`config.mk`:
```
export PLATFORM = sky130hd
export DESIGN_NAME = spi_cmd_arbiter
export DESIGN_NICKNAME = d
export VERILOG_FILES = /design/src/rtl/spi_cmd_arbiter.sv
export SDC_FILE = /design/constraint.sdc
export NUM_CORES = 1
export LEC_CHECK = 0
export BUFFER_PORTS_ARGS = -buffer_cell sky130_fd_sc_hd__buf_2
export CAP_MARGIN = 20
export CORE_MARGIN = 3
export CORE_UTILIZATION = 45
export DETAILED_ROUTE_END_ITERATION = 8
export MAX_ROUTING_LAYER = met4
export PLACE_DENSITY = 0.78
export REMOVE_ABC_BUFFERS = 1
export SYNTH_ARGS = -nofsm -noshare
export SYNTH_HDL_FRONTEND = slang
export SYNTH_SLANG_ARGS = --single-unit
```
`constraint.sdc`:
```
create_clock -name clk -period 2.65 [get_ports clk]
set_input_delay 0.265 -clock clk [delete_from_list [all_inputs] [get_ports clk]]
set_output_delay 0.265 -clock clk [all_outputs]
set_load 0.005 [all_outputs]
```
`src/rtl/spi_cmd_arbiter.sv`:
```
// Round-robin arbiter sharing one SPI master between several config controllers.
// Forwards one command at a time, tracks the busy handshake with a timeout, and reports back.
module spi_cmd_arbiter #(
    parameter int N_REQ   = 2,
    parameter int MOSI_W  = 24,
    parameter int MISO_W  = 8,
    parameter int BUSY_TO = 1023,
    localparam int ID_W   = (N_REQ > 1) ? $clog2(N_REQ) : 1
) (
    input  logic                    clk,
    input  logic                    rst,
    input  logic [N_REQ-1:0]        i_req_wr,
    input  logic [N_REQ-1:0]        i_req_rd,
    input  logic [N_REQ*MOSI_W-1:0] i_req_data,
    output logic [N_REQ-1:0]        o_req_ack,
    output logic [N_REQ-1:0]        o_req_done,
    output logic [N_REQ-1:0]        o_req_err,
    output logic [MISO_W-1:0]       o_rd_data,
    output logic [ID_W-1:0]         o_grant_id,
    output logic                    o_busy,
    output logic                    o_spi_wr_cmd,
    output logic                    o_spi_rd_cmd,
    output logic [MOSI_W-1:0]       o_spi_wr_data,
    input  logic [MISO_W-1:0]       i_spi_rd_data,
    input  logic                    i_spi_busy
);

    typedef enum logic [2:0] {
        IDLE    = 3'd0,
        ISSUE   = 3'd1,
        WAIT_HI = 3'd2,
        WAIT_LO = 3'd3,
        DONE    = 3'd4
    } state_t;

    state_t            state, state_d;
    logic [ID_W-1:0]   ptr;
    logic [ID_W-1:0]   pick;
    logic              pick_vld;
    logic [ID_W:0]     sum;
    logic [N_REQ-1:0]  pending;
    logic [15:0]       timer;
    logic              op_wr;
    logic              tmo;

    logic [N_REQ-1:0]  ack_d, done_d, err_d;
    logic              wr_cmd_d, rd_cmd_d, busy_d;

    // First pending requester at or after the pointer, wrapping modulo N_REQ.
    always_comb begin
        pending  = i_req_wr | i_req_rd;
        pick     = '0;
        pick_vld = 1'b0;
        sum      = '0;
        for (int i = 0; i < N_REQ; i++) begin
            sum = {1'b0, ptr} + (ID_W+1)'(i);
            if (sum >= (ID_W+1)'(N_REQ))
                sum = sum - (ID_W+1)'(N_REQ);
            if (!pick_vld && pending[sum[ID_W-1:0]]) begin
                pick_vld = 1'b1;
                pick     = sum[ID_W-1:0];
            end
        end
    end

    // Timeout only counts when the awaited busy edge has not arrived this cycle.
    assign tmo = (timer >= 16'(BUSY_TO)) &&
                 (((state == WAIT_HI) && !i_spi_busy) || ((state == WAIT_LO) && i_spi_busy));

    always_ff @(posedge clk) begin
        if (rst)
            state <= IDLE;
        else
            state <= state_d;
    end

    always_comb begin
        state_d = state;
        case (state)
            IDLE:    if (pick_vld && !i_spi_busy) state_d = ISSUE;
            ISSUE:   state_d = WAIT_HI;
            WAIT_HI: if (i_spi_busy) state_d = WAIT_LO;
                     else if (tmo)   state_d = DONE;
            WAIT_LO: if (!i_spi_busy || tmo) state_d = DONE;
            DONE:    state_d = IDLE;
            default: state_d = IDLE;
        endcase
    end

    // Next values of the registered outputs, derived from the upcoming state.
    always_comb begin
        ack_d    = '0;
        done_d   = '0;
        err_d    = '0;
        wr_cmd_d = 1'b0;
        rd_cmd_d = 1'b0;
        busy_d   = (state_d != IDLE);
        if (state_d == ISSUE) begin
            ack_d    = N_REQ'(1) << pick;
            wr_cmd_d = i_req_wr[pick];
            rd_cmd_d = !i_req_wr[pick];
        end
        if (state_d == DONE) begin
            done_d = N_REQ'(1) << o_grant_id;
            if (tmo)
                err_d = N_REQ'(1) << o_grant_id;
        end
    end

    always_ff @(posedge clk) begin
        if (rst) begin
            ptr   <= '0;
            timer <= '0;
            op_wr <= 1'b0;
        end else begin
            if (state_d == ISSUE)
                op_wr <= i_req_wr[pick];
            case (state)
                ISSUE: begin
                    timer <= '0;
                    ptr   <= (o_grant_id == ID_W'(N_REQ-1)) ? '0 : o_grant_id + 1'b1;
                end
                WAIT_HI: timer <= i_spi_busy ? '0 : timer + 16'd1;
                WAIT_LO: timer <= timer + 16'd1;
                default: ;
            endcase
        end
    end

    always_ff @(posedge clk) begin
        if (rst) begin
            o_req_ack     <= '0;
            o_req_done    <= '0;
            o_req_err     <= '0;
            o_rd_data     <= '0;
            o_grant_id    <= '0;
            o_busy        <= 1'b0;
            o_spi_wr_cmd  <= 1'b0;
            o_spi_rd_cmd  <= 1'b0;
            o_spi_wr_data <= '0;
        end else begin
            o_req_ack    <= ack_d;
            o_req_done   <= done_d;
            o_req_err    <= err_d;
            o_busy       <= busy_d;
            o_spi_wr_cmd <= wr_cmd_d;
            o_spi_rd_cmd <= rd_cmd_d;
            if (state_d == ISSUE) begin
                o_spi_wr_data <= i_req_data[pick*MOSI_W +: MOSI_W];
                o_grant_id    <= pick;
            end
            if ((state == WAIT_LO) && !i_spi_busy && !op_wr)
                o_rd_data <= i_spi_rd_data;
        end
    end

endmodule

```
==> results.json, run 1 <==
{
  "synth_top_family_by_area": "simple AND/OR/NAND/NOR gates",
  "status": "finished, final reports clean",
  "final.setup.tns_ps": 0,
  "seqCellArea_sq_um": 1260,
  "area_growth_pct": 28.2,
  "clock_skew_ps": 7.90,
  "buffer_ports.inserted": 104,
  "dp_cells": 433,
  "grt_pass1_wl_um": 11100,
  "cpMaxStageDelayCell": "or4_1",
  "num_io_pins": 105,
  "layout-drive-gt1-share_pct": 35.0,
  "wirelength_um": 6550,
  "synth_compound_area_share_pct": 16.7,
  "finalMaxSlewViolations": 0,
  "cp_top_family": "simple AND/OR/NAND/NOR gates",
  "yosys.area_share.simple_pct": 17.8,
  "drtIter0Drc": 186,
  "clk_pin_slew_ps": 70,
  "ys_types": 51,
  "gp_congestion": 0.852,
  "ctsHoldBuffers": 0,
  "die_w_um": 83.6,
  "syn_area_per_cell_sq_um": 9.96,
  "grtUsageMet2_pct": 32.3,
  "synthArstFlopShare_pct": 0,
  "grt_use_met3_pct": 4.34,
  "hp-class": "primary input to register",
  "cp_data_required_time_ps": 2910,
  "end_kind": "register",
  "hpwl_um": 4810,
  "track_usage_pct": 19.9,
  "reg2reg_from": "timer[2]",
  "rsz0062_at_grt": "no",
  "synthCells": 272,
  "worstMarginPinSlew_ps": 536,
  "period_minus_slack_ps": 1720,
  "cts_buffers": 9,
  "syn_area_sq_um": 2710,
  "setup_viol": 0,
  "drt_pass1_iterations": 4,
  "placed_area_sq_um": 3250,
  "core_sq_um": 5680,
  "crit_type": "register to register",
  "grt_overflow": 0,
  "synth_warnings": 0,
  "period_share_pct": 64.9,
  "fillers": 496,
  "htree_levels": 3,
  "path_buf_inv": 0,
  "seq_area_frac_synth_pct": 46.6,
  "hold_viol_final": 0,
  "crit_path_cell_trace": "and4_1, nand3_2, or4_1, a31oi_1",
  "critPathLaunchType": "register",
  "slew_headroom_pct": 64.2,
  "cp_max_fo": 7,
  "start_util_pct": 47.7,
  "cts_resized": 0,
  "met1_usage_pct": 23.3,
  "cts_buffer_depth": 2,
  "ant_nets": 0,
  "busiest_layer": "met2",
  "grt_pass1_vias": 2423,
  "synthAdderAreaFrac_pct": 0.462,
  "power_leakage_nw": 1.61,
  "cpPeakStageDelay_ps": 510,
  "multi_input_area_sq_um": 1340,
  "fin_nets": 436,
  "synthXorXnorAreaFrac_pct": 1.94,
  "antenna_found_initial": 0,
  "finish.instance_area_sq_um": 3470,
  "ys.flop_type": "dfxtp_1",
  "die_h_um": 83.6,
  "peakVddDrop_uv": 451,
  "vias_per_cell": 5.40,
  "post_cts_buffers": 0,
  "maxCapViolCount": 0,
  "drcViolationCount": 0,
  "die_area_sq_um": 6990,
  "arrival_ps": 1980,
  "insertion_delay_ps": 330,
  "cts-root-buf": "clkbuf_8",
  "fmax_ghz": 0.582,
  "hold_start": "i_spi_rd_data[6]",
  "antennaDiodeCount": 0,
  "synth-edff-count": 0,
  "rows": 27,
  "stdcell_count": 449,
  "synthMuxAreaShare_pct": 12.2,
  "total_power_w": 0.00272,
  "tritoncts": "done",
  "grt_max_degree": 27,
  "post_drt_wl_per_cell_um": 14.6,
  "startpoint": "timer[2]",
  "dr_total_vias": 2426,
  "synth-seq-cells": 63,
  "clock_sinks": 63,
  "powerDensity_nw_per_um2": 783
}
## path summary, 6_finish.rpt
check | endpoint | slack, ps | depth (start not counted)
worst max-delay path | timer[11] | 930 | 4
worst min-delay path | o_rd_data[6] | 170 | 3
worst max register to register | timer[11] | 930 | 4
worst min register to register | o_spi_wr_data[7] | 460 | 1
## synth_stat cells (2+ instances only)
library cell | instances | area (sq um)
xor2_1 | 6 | 52.6
inv_1 | 3 | 11.3
a211oi_1 | 3 | 22.5
or4_1 | 4 | 30.0
o2bb2ai_1 | 24 | 210
nor2_1 | 28 | 105
a21oi_1 | 11 | 55.1
buf_2 | 8 | 40.0
buf_4 | 2 | 15.0
dfxtp_1 | 63 | 1260
nand2b_1 | 4 | 25.0
o21ai_0 | 2 | 10.0
clkbuf_1 | 4 | 15.0
nand2_1 | 18 | 67.6
buf_6 | 3 | 33.8
mux2i_1 | 33 | 330
nor3_1 | 3 | 15.0
a31oi_1 | 3 | 18.8
nor3b_1 | 2 | 15.0
nor4_1 | 3 | 18.8
a21o_1 | 2 | 15.0
o211ai_1 | 3 | 22.5
nor2b_1 | 3 | 18.8
or2_2 | 2 | 12.5
nand3_1 | 4 | 20.0
nand4_1 | 6 | 37.5
## layout make-up
class / count / share of cell area (%)
clock buffer: 13 / 4.58
clock inverter: 3 / 1.87
inverter: 3 / 0.324
multi-input combinational: 188 / 38.7
sequential: 63 / 36.3
tap: 72 / 2.59
timing repair buffer: 107 / 15.6
## worst min-delay path, cell delays in order
cell and delay [ps]:
buf_2 70, mux2i_1 50, nor2_1 70
## per-stage QoR
| stage | util [%] | hold slack, ps | worst slack, ps |
|---|---|---|---|
| finish | 61.2 | 171 | 930 |
| CTS | 61.2 | 166 | 939 |
| global route | 61.2 | 181 | 795 |
| floorplan | - | 334 | 70.0 |
| detailed placement | 57.2 | 441 | 790 |
| global placement | 57.2 | 441 | 850 |
## placed cells by master, fill, tap and decap left out, drive strengths merged, types with 3 or more instances in the layout
cell type and count:
a21oi 11, a31oi 3, nor2 28, o211ai 3
nor4 3, nand4 8, o21ai 3, clkbuf 13
o2bb2ai 24, inv 3, nand2 18, dfxtp 63
buf 107, nand2b 4, or4 5, mux2i 33
nand3 5, nor3 4, xor2 6, nor2b 3
a211oi 3
## power breakdown
| group | internal, W | switching (W) |
|---|---|---|
| Sequential | 0.00106 | 0.0000848 |
| Combinational | 0.000277 | 0.000361 |
| Clock | 0.000581 | 0.000354 |
## sequential cells by signal, indices dropped and copies added, names as in the netlist
| register | count |
|---|---|
| o_spi_wr_data | 24 |
| timer | 16 |
| o_rd_data | 8 |
| state | 3 |
| o_req_ack | 2 |
| o_req_done | 2 |
| o_req_err | 2 |
| o_busy | 1 |
| o_grant_id | 1 |
| o_spi_rd_cmd | 1 |
| o_spi_wr_cmd | 1 |
| op_wr | 1 |
| ptr | 1 |
## metal layers
layer	part of all wire, %	routed length (um)
met1	42	2760
met2	48	3170
met3	5.8	378
met4	3.7	244
met5	0	0
## logic make-up (layout without fill, tap and decap cells)
| kind of cell | Yosys count | count (layout) |
|---|---|---|
| fa+ha+maj | 1 | 1 |
| flops | 63 | 63 |
| mux | 33 | 33 |
| compound gates | 60 | 60 |
| xor+xnor | 6 | 6 |
| simple gates | 88 | 88 |
| buf+inv | 21 | 126 |
Note: power is estimated with default switching activity, not from simulation.
==> inputs of run 2 (changes only) <==
--- a/config.mk
+++ b/config.mk
@@ -8,10 +8,10 @@
 export BUFFER_PORTS_ARGS = -buffer_cell sky130_fd_sc_hd__buf_2
 export CAP_MARGIN = 20
 export CORE_MARGIN = 3
-export CORE_UTILIZATION = 45
+export CORE_UTILIZATION = 44
 export DETAILED_ROUTE_END_ITERATION = 8
 export MAX_ROUTING_LAYER = met4
-export PLACE_DENSITY = 0.78
+export PLACE_DENSITY = 0.79
 export REMOVE_ABC_BUFFERS = 1
 export SYNTH_ARGS = -nofsm -noshare
 export SYNTH_HDL_FRONTEND = slang
==> constraint.sdc (replaced) <==
create_clock -name clk -period 1.45 [get_ports clk]
set_input_delay 0.145 -clock clk [delete_from_list [all_inputs] [get_ports clk]]
set_output_delay 0.145 -clock clk [all_outputs]
set_load 0.005 [all_outputs]
==> run 2 against run 1 <==
Net effect: die area rose by 2.1%; fmax rose by 20%; combinational power rose by 150%; non-clock buffer count rose by 35; cell count rose by 7.8%; critical endpoint is now timer[15].
==> results.json, run 2 (synthesized netlist as in run 1, its figures left out) <==
{
  "status": "finished, final reports clean",
  "fin_nets": 471,
  "tritoncts": "done",
  "critPathLaunchType": "register",
  "post_drt_wl_per_cell_um": 15.7,
  "grt_overflow": 0,
  "holdPathStages": 3,
  "start_util_pct": 47.2,
  "largest_register": "o_spi_wr_data",
  "die_area_sq_um": 7130,
  "clock_sinks": 63,
  "cp_max_fo": 8,
  "num_io_pins": 105,
  "end_kind": "register",
  "die_w_um": 84.5,
  "hpwl_um": 5400,
  "dr_total_vias": 2630,
  "clkPwrFrac_pct": 31.7,
  "cts_buffers": 9,
  "grt_pass1_vias": 2540,
  "ant_nets": 0,
  "setup_viol": 0,
  "slew_headroom_pct": 78.1,
  "largest_reg_flops": 24,
  "hold_viol_final": 0,
  "arrival_ps": 1710,
  "clk_pin_slew_ps": 70,
  "power_leakage_nw": 1.82,
  "cp_data_required_time_ps": 1720,
  "vias_per_cell": 5.43,
  "antennaDiodeCount": 0,
  "worstMarginPinSlew_ps": 327,
  "stdcell_count": 484,
  "grt_max_degree": 27,
  "drt_pass1_iterations": 4,
  "crit_type": "register to register",
  "fmax_ghz": 0.696,
  "core_sq_um": 5740,
  "layout_setup_ws_ps": 12.8,
  "finalMaxSlewViolations": 0,
  "p_int_w": 0.00374,
  "htree_levels": 3,
  "power_frac_seq_pct": 39.2,
  "area_growth_pct": 44.1,
  "drcViolationCount": 0,
  "period_minus_slack_ps": 1440,
  "maxCapViolCount": 0,
  "rr_worst_depth": 4,
  "rsz0062_at_grt": "yes",
  "hp-class": "primary input to register",
  "wirelength_um": 7590,
  "antenna_found_initial": 0,
  "fillers": 446,
  "grt_pass1_wl_um": 11900,
  "layout-drive-gt1-share_pct": 46.1,
  "cts-root-buf": "clkbuf_8",
  "rows": 27,
  "period_share_pct": 99.1,
  "layout_common_cells": "buf_2 (104), dfxtp_1 (56), mux2i_1 (32), buf_4 (32), nor2_1 (27)",
  "comb_power_share_pct": 29.1,
  "buffer_ports.inserted": 104,
  "dp_slack_ps": -60.0,
  "peakVddDrop_uv": 788,
  "powerDensity_nw_per_um2": 1380,
  "reg_top3": "o_spi_wr_data: 24 flops, timer: 16 flops, o_rd_data: 8 flops",
  "switching_power_w": 0.00164,
  "swShare_pct": 30.5,
  "clock_skew_ps": 8.35,
  "drtIter0Drc": 136,
  "insertion_delay_ps": 350,
  "ctsHoldBuffers": 0,
  "gp_congestion": 0.897,
  "die_h_um": 84.5,
  "track_usage_pct": 21.0,
  "dp_cells": 466,
  "cts_buffer_depth": 2,
  "layout_commonest_cell": "buf_2"
}
run 2: changes by cell type in the layout (fill, tap and decap cells not counted), moves of 2 or more:
cell / previous run / this run
buf_4: 3 / 32
dfxtp_1: 63 / 56
buf_12: 0 / 5
dfxtp_2: 0 / 5
or4_1: 4 / 1
or4_4: 1 / 4
dfxtp_4: 0 / 2
run 2: cell type report:
type | instances | area (sq um) | share of cell area [%]
multi-input combinational | 188 | 1430 | 36.7
timing repair buffer | 142 | 872 | 22.3
sequential | 63 | 1270 | 32.7
inverter | 3 | 11.3 | 0.288
clock inverter | 5 | 81.3 | 2.08
tap | 72 | 90.1 | 2.31
clock buffer | 11 | 141 | 3.62
run 2: timing repair:
| item | 4_1_cts | 5_1_grt |
|---|---|---|
| endpoints found under the setup margin | 9 | 39 |
| resized for setup | 7 | 24 |
| pin swaps | 5 | 14 |
| buffers inserted | 1 | 1 |
run 2: power by group through the flow:
stage	combinational, W	clock (W)	sequential, W
after floorplan	0.000708	0	0.00212
after global placement	0.00143	0	0.00211
after detailed placement	0.00148	0	0.00211
after CTS	0.00151	0.00172	0.00209
after global routing	0.00169	0.00181	0.00214
final	0.00157	0.00170	0.00211
run 2: final timing paths:
| check | start | to | slack, ps |
|---|---|---|---|
| hold / removal | i_spi_rd_data[2] | o_rd_data[2] | 30 |
| setup / recovery | state[2] | timer[15] | 10 |
| setup reg to reg | state[2] | timer[15] | 10 |
| hold reg to reg | o_spi_wr_data[11] | o_spi_wr_data[11] | 460 |
run 2: worst max-delay path: stages (launching register included):
cell	delay, ps
dfxtp_2	380
o21ba_4	270
nand2_1	90
or4_1	510
a21oi_2	130
run 2: per-layer routing:
metal / GRT usage [%] / vias to the layer above / wire length, um / part of all wire (%)
met2: 33.9 / 107 / 3780 / 50
met5: - / - / 0 / 0
met4: 7.91 / 0 / 198 / 2.6
li1: - / 1275 / - / -
met3: 5.89 / 20 / 517 / 6.8
met1: 25.0 / 1228 / 3090 / 41
run 2: per-stage QoR:
step	TNS [ps]	total power [W]	util (%)	cell area (sq um)	hold WS [ps]
2_1_floorplan	-30390	0.00283	-	2600	214
3_3_place_gp	0	0.00354	62.0	3560	379
3_5_place_dp	-315	0.00359	62.0	3560	392
4_1_cts	0	0.00531	66.3	3810	29.7
5_1_grt	-242	0.00564	68.0	3900	33.6
6_report	0	0.00538	68.0	3900	34.4
